File: src/rtl/sim_data_gen_ctrl.sv
// Burst scheduler for the simulated counting data generator on the DDR FIFO write path.
// Bursts of BurstLen enable cycles are separated by idle gaps, gated on FIFO room, repeated BurstCount times or continuously.
module sim_data_gen_ctrl #(
    parameter int CNT_W = 16,
    parameter int WC_W  = 32
) (
    input  logic             clk,
    input  logic             rst,
    input  logic             Start,
    input  logic             Stop,
    input  logic [CNT_W-1:0] BurstLen,
    input  logic [CNT_W-1:0] GapLen,
    input  logic [CNT_W-1:0] BurstCount,
    input  logic             FifoAlmostFull,
    output logic             GenEn,
    output logic             Busy,
    output logic             Done,
    output logic [CNT_W-1:0] BurstIdx,
    output logic [WC_W-1:0]  WordCount
);

    typedef enum logic [1:0] {
        IDLE,
        WAIT_ROOM,
        BURST,
        GAP
    } state_t;

    state_t           state, stateNext;
    logic [CNT_W-1:0] lenQ, lenNext;
    logic [CNT_W-1:0] gapQ, gapNext;
    logic [CNT_W-1:0] countQ, countNext;
    logic [CNT_W-1:0] phaseCnt, phaseNext;
    logic             stopPending, pendNext;
    logic             genEnNext, busyNext, doneNext;
    logic [CNT_W-1:0] idxNext;
    logic [WC_W-1:0]  wcNext;

    always_ff @(posedge clk) begin
        if (rst) begin
            state       <= IDLE;
            lenQ        <= '0;
            gapQ        <= '0;
            countQ      <= '0;
            phaseCnt    <= '0;
            stopPending <= 1'b0;
            GenEn       <= 1'b0;
            Busy        <= 1'b0;
            Done        <= 1'b0;
            BurstIdx    <= '0;
            WordCount   <= '0;
        end else begin
            state       <= stateNext;
            lenQ        <= lenNext;
            gapQ        <= gapNext;
            countQ      <= countNext;
            phaseCnt    <= phaseNext;
            stopPending <= pendNext;
            GenEn       <= genEnNext;
            Busy        <= busyNext;
            Done        <= doneNext;
            BurstIdx    <= idxNext;
            WordCount   <= wcNext;
        end
    end

    // phaseCnt numbers the current burst or gap cycle starting at 1, so it
    // equals the latched length on the last cycle of that phase.
    always_comb begin
        stateNext = state;
        lenNext   = lenQ;
        gapNext   = gapQ;
        countNext = countQ;
        phaseNext = phaseCnt;
        pendNext  = stopPending;
        genEnNext = 1'b0;
        doneNext  = 1'b0;
        idxNext   = BurstIdx;
        wcNext    = WordCount + WC_W'(GenEn);

        case (state)
            IDLE: begin
                if (Start && !Stop && (BurstLen != '0)) begin
                    lenNext   = BurstLen;
                    gapNext   = (GapLen == '0) ? CNT_W'(1) : GapLen;
                    countNext = BurstCount;
                    idxNext   = '0;
                    wcNext    = '0;
                    pendNext  = 1'b0;
                    stateNext = WAIT_ROOM;
                end
            end
            WAIT_ROOM: begin
                if (Stop) begin
                    doneNext  = 1'b1;
                    stateNext = IDLE;
                end else if (!FifoAlmostFull) begin
                    genEnNext = 1'b1;
                    phaseNext = CNT_W'(1);
                    stateNext = BURST;
                end
            end
            BURST: begin
                // Never paused: dropping enable would restart the generator's count.
                if (Stop) begin
                    pendNext = 1'b1;
                end
                if (phaseCnt == lenQ) begin
                    idxNext   = BurstIdx + CNT_W'(1);
                    phaseNext = CNT_W'(1);
                    stateNext = GAP;
                end else begin
                    genEnNext = 1'b1;
                    phaseNext = phaseCnt + CNT_W'(1);
                end
            end
            GAP: begin
                if (Stop) begin
                    doneNext  = 1'b1;
                    stateNext = IDLE;
                end else if (phaseCnt == gapQ) begin
                    if (stopPending || ((countQ != '0) && (BurstIdx == countQ))) begin
                        doneNext  = 1'b1;
                        stateNext = IDLE;
                    end else if (!FifoAlmostFull) begin
                        // Room check folded into the gap end so the low time is exactly the gap length.
                        genEnNext = 1'b1;
                        phaseNext = CNT_W'(1);
                        stateNext = BURST;
                    end else begin
                        stateNext = WAIT_ROOM;
                    end
                end else begin
                    phaseNext = phaseCnt + CNT_W'(1);
                end
            end
            default: begin
                stateNext = IDLE;
            end
        endcase

        busyNext = (stateNext != IDLE);
    end

endmodule

File: config.mk
export PLATFORM = sky130hd
export DESIGN_NAME = sim_data_gen_ctrl
export DESIGN_NICKNAME = d
export VERILOG_FILES = /design/src/rtl/sim_data_gen_ctrl.sv
export SDC_FILE = /design/constraint.sdc
export NUM_CORES = 1
export LEC_CHECK = 0
export ABC_AREA = 1
export CORE_ASPECT_RATIO = 1.2
export CORE_MARGIN = 2
export CORE_UTILIZATION = 44
export DETAILED_ROUTE_END_ITERATION = 12
export DONT_BUFFER_PORTS = 1
export HOLD_SLACK_MARGIN = 0.12
export PLACE_DENSITY = 0.63
export SYNTH_ARGS = -nofsm -noshare
export SYNTH_HDL_FRONTEND = slang
export SYNTH_SLANG_ARGS = --single-unit
File: constraint.sdc
create_clock -name clk -period 2 [get_ports clk]
set_clock_uncertainty 0.1 [all_clocks]
set_input_delay 0.4 -clock clk [delete_from_list [all_inputs] [get_ports clk]]
set_output_delay 0.4 -clock clk [all_outputs]
set_load 0.02 [all_outputs]
==> results of run 1 <==
[cells by family (layout without fill, tap and decap cells)]
family | after synthesis | in the layout | share of synthesized area, %
flip-flops | 118 | 118 | 35.72
adder cells (fa/ha/maj) | 4 | 4 | 0.7567
AND/OR/NAND/NOR | 579 | 580 | 37.65
XOR/XNOR | 47 | 47 | 6.224
AO/OA/AOI/OAI | 108 | 108 | 8.873
buffers and inverters | 169 | 353 | 10.78
[worst max-delay path, delay by kind of cell, from the launching register on]
kind / cells / cell delay [ns]
and+or+nand+nor: 12 / 1.03
buffers and inverters: 3 / 0.30
DFF: 1 / 0.39
[per-stage QoR]
step	util [%]	setup slack [ns]	hold slack, ns
2_1_floorplan	-	0.01789	0.3473
3_3_place_gp	52.34	-0.002095	0.3599
3_5_place_dp	52.34	-0.01398	0.3681
4_1_cts	59.66	0.004745	-0.06563
5_1_grt	60.90	-0.05546	-0.07489
6_report	60.90	0.1138	-0.05089
[registers in the layout, summed over array words and instances (netlist names)]
register,flops
countQ,16
Done,1
BurstIdx,16
WordCount,32
GenEn,1
phaseCnt,16
gapQ,16
Busy,1
state,2
stopPending,1
lenQ,16
[power by group through the flow]
| stage | registers [uW] | logic, uW | clock network, uW |
|---|---|---|---|
| 3_5_place_dp | 2550 | 802 | 0 |
| 6_report | 2500 | 936 | 3080 |
| 4_1_cts | 2500 | 881 | 3130 |
| 5_1_grt | 2510 | 1040 | 3210 |
| 2_1_floorplan | 2530 | 548 | 0 |
| 3_3_place_gp | 2550 | 799 | 0 |
[layer usage]
layer,global-route usage [%],vias to the layer above,wire length [um]
li1,-,3589,-
met1,27.73,3162,8213
met2,41.31,171,9475
met3,5.787,36,950
met4,9.398,0,477
met5,0,-,0
[what timing repair did]
item,CTS,global route
setup endpoints to repair,0,64
endpoints found under the hold margin,70,22
buffers inserted,0,6
gates resized for setup,0,49
[worst max path at each step]
stage | end | slack [ns] | depth (start not counted)
after floorplan | WordCount[28]$_SDFF_PP0_ | 0.02 | 13
after global placement | BurstIdx[15]$_SDFFE_PP0P_ | -0.002 | 11
after detailed placement | BurstIdx[15]$_SDFFE_PP0P_ | -0.01 | 11
after CTS | phaseCnt[14]$_SDFFE_PP0P_ | 0.005 | 14
after global routing | phaseCnt[4]$_SDFFE_PP0P_ | -0.06 | 15
final | phaseCnt[4]$_SDFFE_PP0P_ | 0.11 | 15
[cells in the final DEF, fill, tap and decap left out, types with 11 or more instances in the layout]
master,n
sky130_fd_sc_hd__nand2_1,303
sky130_fd_sc_hd__buf_4,132
sky130_fd_sc_hd__inv_1,114
sky130_fd_sc_hd__nor2_1,109
sky130_fd_sc_hd__dfxtp_1,103
sky130_fd_sc_hd__o21ai_0,57
sky130_fd_sc_hd__nand3_1,49
sky130_fd_sc_hd__dlygate4sd3_1,48
sky130_fd_sc_hd__xor2_1,42
sky130_fd_sc_hd__nor3_1,31
sky130_fd_sc_hd__nand4_1,30
sky130_fd_sc_hd__a21oi_1,28
sky130_fd_sc_hd__inv_2,20
sky130_fd_sc_hd__clkbuf_16,18
sky130_fd_sc_hd__nor2_2,14
sky130_fd_sc_hd__dfxtp_2,13
sky130_fd_sc_hd__nand2_2,11
[area by class of cell]
cell class / instances / area (sq um)
clock inverter: 7 / 91.34
fill: 1429 / 5801
sequential: 118 / 2386
clock buffer: 24 / 513.0
timing repair buffer: 186 / 1574
tap: 204 / 255.2
inverter: 136 / 511.7
multi-input combinational: 739 / 3705
==> reports/results.tsv, run 1 <==
metric	value	unit
timing_worst_slew_pin_value	0.4317	ns
top_level_ports	104	
wl_per_cell	13.52	um
worst-path-max-fanout	5	
most_used_standard_cell_by_instance_count_after_synthesis	sky130_fd_sc_hd__nand2_1	
drc_errors_left	0	
total_switching_power	1646	uW
hold_slack	-0.05089	ns
final_antenna_net_count	0	
vias_in_the_first_global_route	6625	
synth_fp_nets	1082	
buffer_ports.inserted	0	
syn_avg_cell_area	6.453	sq um
core_region_area	14840	sq um
postCtsHoldBufs	48	
cellLeakagePower	0.004041	uW
dpl.cell_count	1328	
final_cycle_utilization_of_the_critical_path	94.31	%
worst_setup_hold_path_clk_slew	0.05	ns
worst-setup-path-type	reg2reg	
ys.warnings.count	0	
crit_required	2.24	ns
synth_top_cell_area_share	35.72	%
netlist_area	6614	sq um
slew_headroom	70.96	%
timing_max_transition_violations_final	0	
synth.ff_latch_count	118	
synth_ff_type	sky130_fd_sc_hd__dfxtp_1	
finalSetupTns	0	ns
cell_internal_pwr	4872	uW
power.density	721.3	nW/um^2
yosysSeqAreaShare	35.72	%
clk_sinks	118	
synth_common_cells	sky130_fd_sc_hd__nand2_1 (313), sky130_fd_sc_hd__nor2_1 (119), sky130_fd_sc_hd__dfxtp_1 (118)	
peakVddDrop	0.5596	mV
run_status	complete, but fails checks	
final_hold_viol_count	21	
rows	49	
number_of_setup_violations_in_the_final_report	0	
hold_path_class	in2reg	
clkLatencyLatePin	0.41	ns
final_area	9036	sq um
flop_to_flop_setup_slack	0.11	ns
cts_root_buffer	sky130_fd_sc_hd__clkbuf_16	
first_pass_grt_wire_length	30480	um
grt_setup_unrepaired	true	
worstPathArrival	2.12	ns
power.clock.fraction	47.2	%
critPathMostFrequentCell	sky130_fd_sc_hd__nand2_1	
route.vias.total	6958	
via_density_per_instance	4.921	
seq_power_share	38.4	%
routed_wirelength	19120	um
timing.fmax	530.2	MHz
synthDistinctLibCells	43	
cts_tree	built	
hold_end	phaseCnt[15]$_SDFFE_PP0P_	
hold_path.startpoint	rst	
detailed_place_hpwl	14070	um
diodes	0	
antenna_found_initial	0	
post_layout_nonfiller_instances	1414	
synth_enable_flop_cells	0	
h_tree_lvls	4	
track_usage	23.77	%
drt_pass_1_iters	6	
failing_checks	negative hold slack	
floorplan.die_area	16030	sq um
grt.overflow.total	0	
endpoint_kind	flip-flop	
gp_routability_congestion	0.9264	
critical_path.max_stage_delay	0.39	ns
p_total	6518	uW
maximum_number_of_pins_on_one_net_before_global_route_repair	38	
placement.cell_area	7766	sq um
syn-instance-count	1025	
syn_to_final_growth	36.63	%
worst_hold_path.num_cells	1	
synthDominantAreaCellType	sky130_fd_sc_hd__dfxtp_1	
rr_worst_depth	15	
dieWidth	115.9	um
die_height	138.3	um
max_cap_violation_count	0	
critPathSlowestCell	sky130_fd_sc_hd__dfxtp_2	
first_iter_violations	417	
start_util	44.58	%
startpoint_type	flip-flop	
timing.critical_path.from	phaseCnt[15]$_SDFFE_PP0P_	
worst_r2r_startpoint	phaseCnt[15]$_SDFFE_PP0P_	
post_synth_main_area_contributors	sky130_fd_sc_hd__dfxtp_1 (36%), sky130_fd_sc_hd__nand2_1 (18%), sky130_fd_sc_hd__nor2_1 (6.8%)	
clk_path_buf_depth	2	
p_comb_share	14.4	%
r2r-end	phaseCnt[4]$_SDFFE_PP0P_	
synthArstFlopShare	0	%
number_of_nets_in_the_finished_design	1255	
cts_buffers	17	
switching_fraction	25.25	%
worstPathCellList	inv_2, nand2_1, nand2_1, nor2_1, nand2_2, nor2_4, nand3_2, inv_2, nand2_4, nand2_1, nor2_1, buf_4, nand2_1, nand2_1, nor2_1	
layout-drive-gt1-share	21.40	%
layout_min_cycle_time	1.886	ns
(Power assumes the default switching activity.)
==> inputs of run 2 (changes only) <==
--- a/config.mk
+++ b/config.mk
@@ -12,7 +12,8 @@
 export DETAILED_ROUTE_END_ITERATION = 12
 export DONT_BUFFER_PORTS = 1
 export HOLD_SLACK_MARGIN = 0.12
-export PLACE_DENSITY = 0.63
+export PLACE_DENSITY = 0.61
+export SKIP_CTS_REPAIR_TIMING = 1
 export SYNTH_ARGS = -nofsm -noshare
 export SYNTH_HDL_FRONTEND = slang
 export SYNTH_SLANG_ARGS = --single-unit
==> constraint.sdc (replaced) <==
create_clock -name clk -period 2.4 [get_ports clk]
set_clock_uncertainty 0.1 [all_clocks]
set_input_delay 0.48 -clock clk [delete_from_list [all_inputs] [get_ports clk]]
set_output_delay 0.48 -clock clk [all_outputs]
set_load 0.02 [all_outputs]
==> run 2 against run 1 <==
The flow now finishes without violations. Utilization is 7.4 points lower. Clock power is 24% lower. Critical path type unchanged. Routed wire length shrank 6.2%. Sequential share of layout area grew 3.4 points. Power fell by 22%. First-iteration DRC count is 4.6% higher. Die area stayed put. Sequential cell count stayed put. Highest routed layer unchanged. Count of clock-buffer cells in the layout grew 2.
==> reports/results.tsv, run 2 (same netlist as run 1, synthesis figures left out) <==
metric	value	unit	change
run_status	completed		was complete, but fails checks
worst_hold_path.num_cells	2		was 1
dpl.cell_count	1251		was 1328
number_of_nets_in_the_finished_design	1151		was 1255
timing_worst_slew_pin_value	1.063	ns	was 0.4317 ns
worstPathArrival	2.33	ns	was 2.12 ns
dieWidth	115.9	um	unchanged
worst-setup-path-type	reg2reg		unchanged
floorplan.die_area	16030	sq um	unchanged
top_level_ports	104		unchanged
post-route-worst-setup-slack	0.2229	ns	was 0.1138 ns
mostFrequentLayoutCell	sky130_fd_sc_hd__nand2_1		unchanged
most-common-layout-cells	sky130_fd_sc_hd__nand2_1 (313), sky130_fd_sc_hd__dfxtp_1 (118), sky130_fd_sc_hd__nor2_1 (118)		was sky130_fd_sc_hd__nand2_1 (303), sky130_fd_sc_hd__buf_4 (132), sky130_fd_sc_hd__inv_1 (114)
antenna_found_initial	0		unchanged
number_of_setup_violations_in_the_final_report	0		unchanged
cts_buffers	17		unchanged
final_hold_viol_count	0		was 21
switching_fraction	25.44	%	was 25.25%
max_cap_violation_count	0		unchanged
peakVddDrop	0.5136	mV	was 0.5596 mV
worst-path-max-fanout	7		was 5
die_height	138.3	um	unchanged
p_total	5059	uW	was 6518 uW
cts_tree	built		unchanged
slew_headroom	28.87	%	was 70.96%
start_util	44.58	%	unchanged
post_layout_nonfiller_instances	1309		was 1414
track_usage	22.44	%	was 23.77%
max_flop_register	WordCount		unchanged
power.density	637.9	nW/um^2	was 721.3 nW/um^2
flop_to_flop_setup_slack	0.22	ns	was 0.11 ns
timing.fmax	459.3	MHz	was 530.2 MHz
drc_errors_left	0		unchanged
hold_path_class	in2reg		unchanged
number_of_flip_flops_in_the_largest_register	32		unchanged
diodes	0		unchanged
seq_power_share	41.5	%	was 38.4%
p_comb_share	12.2	%	was 14.4%
h_tree_lvls	4		unchanged
gp_routability_congestion	0.9829		was 0.9264
final_cycle_utilization_of_the_critical_path	90.71	%	was 94.31%
drt_pass_1_iters	5		was 6
timing_max_transition_violations_final	0		unchanged
clk_path_buf_depth	2		unchanged
grt.overflow.total	0		unchanged
total_switching_power	1287	uW	was 1646 uW
syn_to_final_growth	19.92	%	was 36.63%
clkLatencyLatePin	0.42	ns	was 0.41 ns
placement.cell_area	7096	sq um	was 7766 sq um
buffer_ports.inserted	0		unchanged
final_area	7931	sq um	was 9036 sq um
wl_per_cell	13.70	um	was 13.52 um
via_density_per_instance	4.925		was 4.921
power.clock.fraction	46.3	%	was 47.2%
layout-drive-gt1-share	11.31	%	was 21.40%
finalSetupTns	0	ns	unchanged
worst_setup_hold_path_clk_slew	0.05	ns	about the same
clk_sinks	118		unchanged
vias_in_the_first_global_route	5924		was 6625
first_pass_grt_wire_length	28460	um	was 30480 um
pre_cts_ws	0.2006	ns	was -0.01398 ns
first_iter_violations	436		was 417
endpoint_kind	flip-flop		unchanged
detailed_place_hpwl	13450	um	was 14070 um
routed_wirelength	17940	um	was 19120 um
layout_min_cycle_time	2.177	ns	was 1.886 ns
route.vias.total	6447		was 6958
crit_required	2.55	ns	was 2.24 ns
cellLeakagePower	0.003450	uW	was 0.004041 uW
cell_internal_pwr	3772	uW	was 4872 uW
rows	49		unchanged
cts_root_buffer	sky130_fd_sc_hd__clkbuf_16		unchanged
startpoint_type	flip-flop		unchanged
grt_setup_unrepaired	false		was true
final_antenna_net_count	0		unchanged
maximum_number_of_pins_on_one_net_before_global_route_repair	32		was 38
core_region_area	14840	sq um	unchanged
rr_worst_depth	14		was 15
-- run 2: cell count changes in the layout (fill, tap and decap cells not counted), sizes merged --
cell	change
buf	-83
dlygate4sd3	-20
clkbuf	+2
bufinv	-1
clkinv	-1
clkinvlp	-1
nand3	-1
-- run 2: final timing paths --
kind / from / end
setup / recovery: BurstIdx[8]$_SDFFE_PP0P_ / phaseCnt[4]$_SDFFE_PP0P_
hold / removal: GapLen[5] / gapQ[5]$_SDFFE_PP0P_
setup reg to reg: BurstIdx[8]$_SDFFE_PP0P_ / phaseCnt[4]$_SDFFE_PP0P_
hold reg to reg: lenQ[6]$_SDFFE_PP0P_ / lenQ[6]$_SDFFE_PP0P_
-- run 2: layout make-up --
type / count / area, sq um
Fill cell: 1529 / 6905
Multi-Input combinational cell: 738 / 3552
Sequential cell: 118 / 2362
Timing Repair Buffer: 83 / 705.7
Inverter: 136 / 511.7
Clock buffer: 26 / 499.2
Tap cell: 204 / 255.2
Clock inverter: 4 / 45.04
-- run 2: power groups by stage --
stage | sequential (uW) | clock (uW) | combinational [uW]
final | 2100 | 2340 | 615
after global routing | 2110 | 2480 | 693
after CTS | 2100 | 2390 | 574
after detailed placement | 2140 | 0 | 571
after global placement | 2140 | 0 | 570
after floorplan | 2110 | 0 | 457
-- run 2: stage by stage --
step | utilization (%) | hold slack (ns)
after floorplan | - | 0.3473
after global placement | 47.82 | 0.3617
after detailed placement | 47.82 | 0.3652
after CTS | 51.49 | 0.006810
after global routing | 53.46 | 0.1207
final | 53.46 | 0.07803
-- run 2: worst max-delay path, stage by stage (launching register included) --
cell and delay, ns:
sky130_fd_sc_hd__dfxtp_1 0.42, sky130_fd_sc_hd__buf_4 0.19, sky130_fd_sc_hd__nand2_1 0.06, sky130_fd_sc_hd__nand2_1 0.06
sky130_fd_sc_hd__nor2_1 0.05, sky130_fd_sc_hd__nand2_1 0.06, sky130_fd_sc_hd__nor2_1 0.05, sky130_fd_sc_hd__nand3_1 0.13
sky130_fd_sc_hd__nand2_1 0.12, sky130_fd_sc_hd__nand2_4 0.13, sky130_fd_sc_hd__nand2_1 0.06, sky130_fd_sc_hd__nor2_1 0.36
sky130_fd_sc_hd__nand2_1 0.11, sky130_fd_sc_hd__nand2_1 0.08, sky130_fd_sc_hd__nor2_1 0.05
-- run 2: per-layer routing --
metal | vias up | wire (um) | track usage, %
li1 | 3373 | - | -
met1 | 2867 | 7815 | 27.09
met2 | 170 | 8647 | 37.58
met3 | 37 | 943 | 5.173
met4 | 0 | 531 | 10.09
met5 | - | 0 | 0
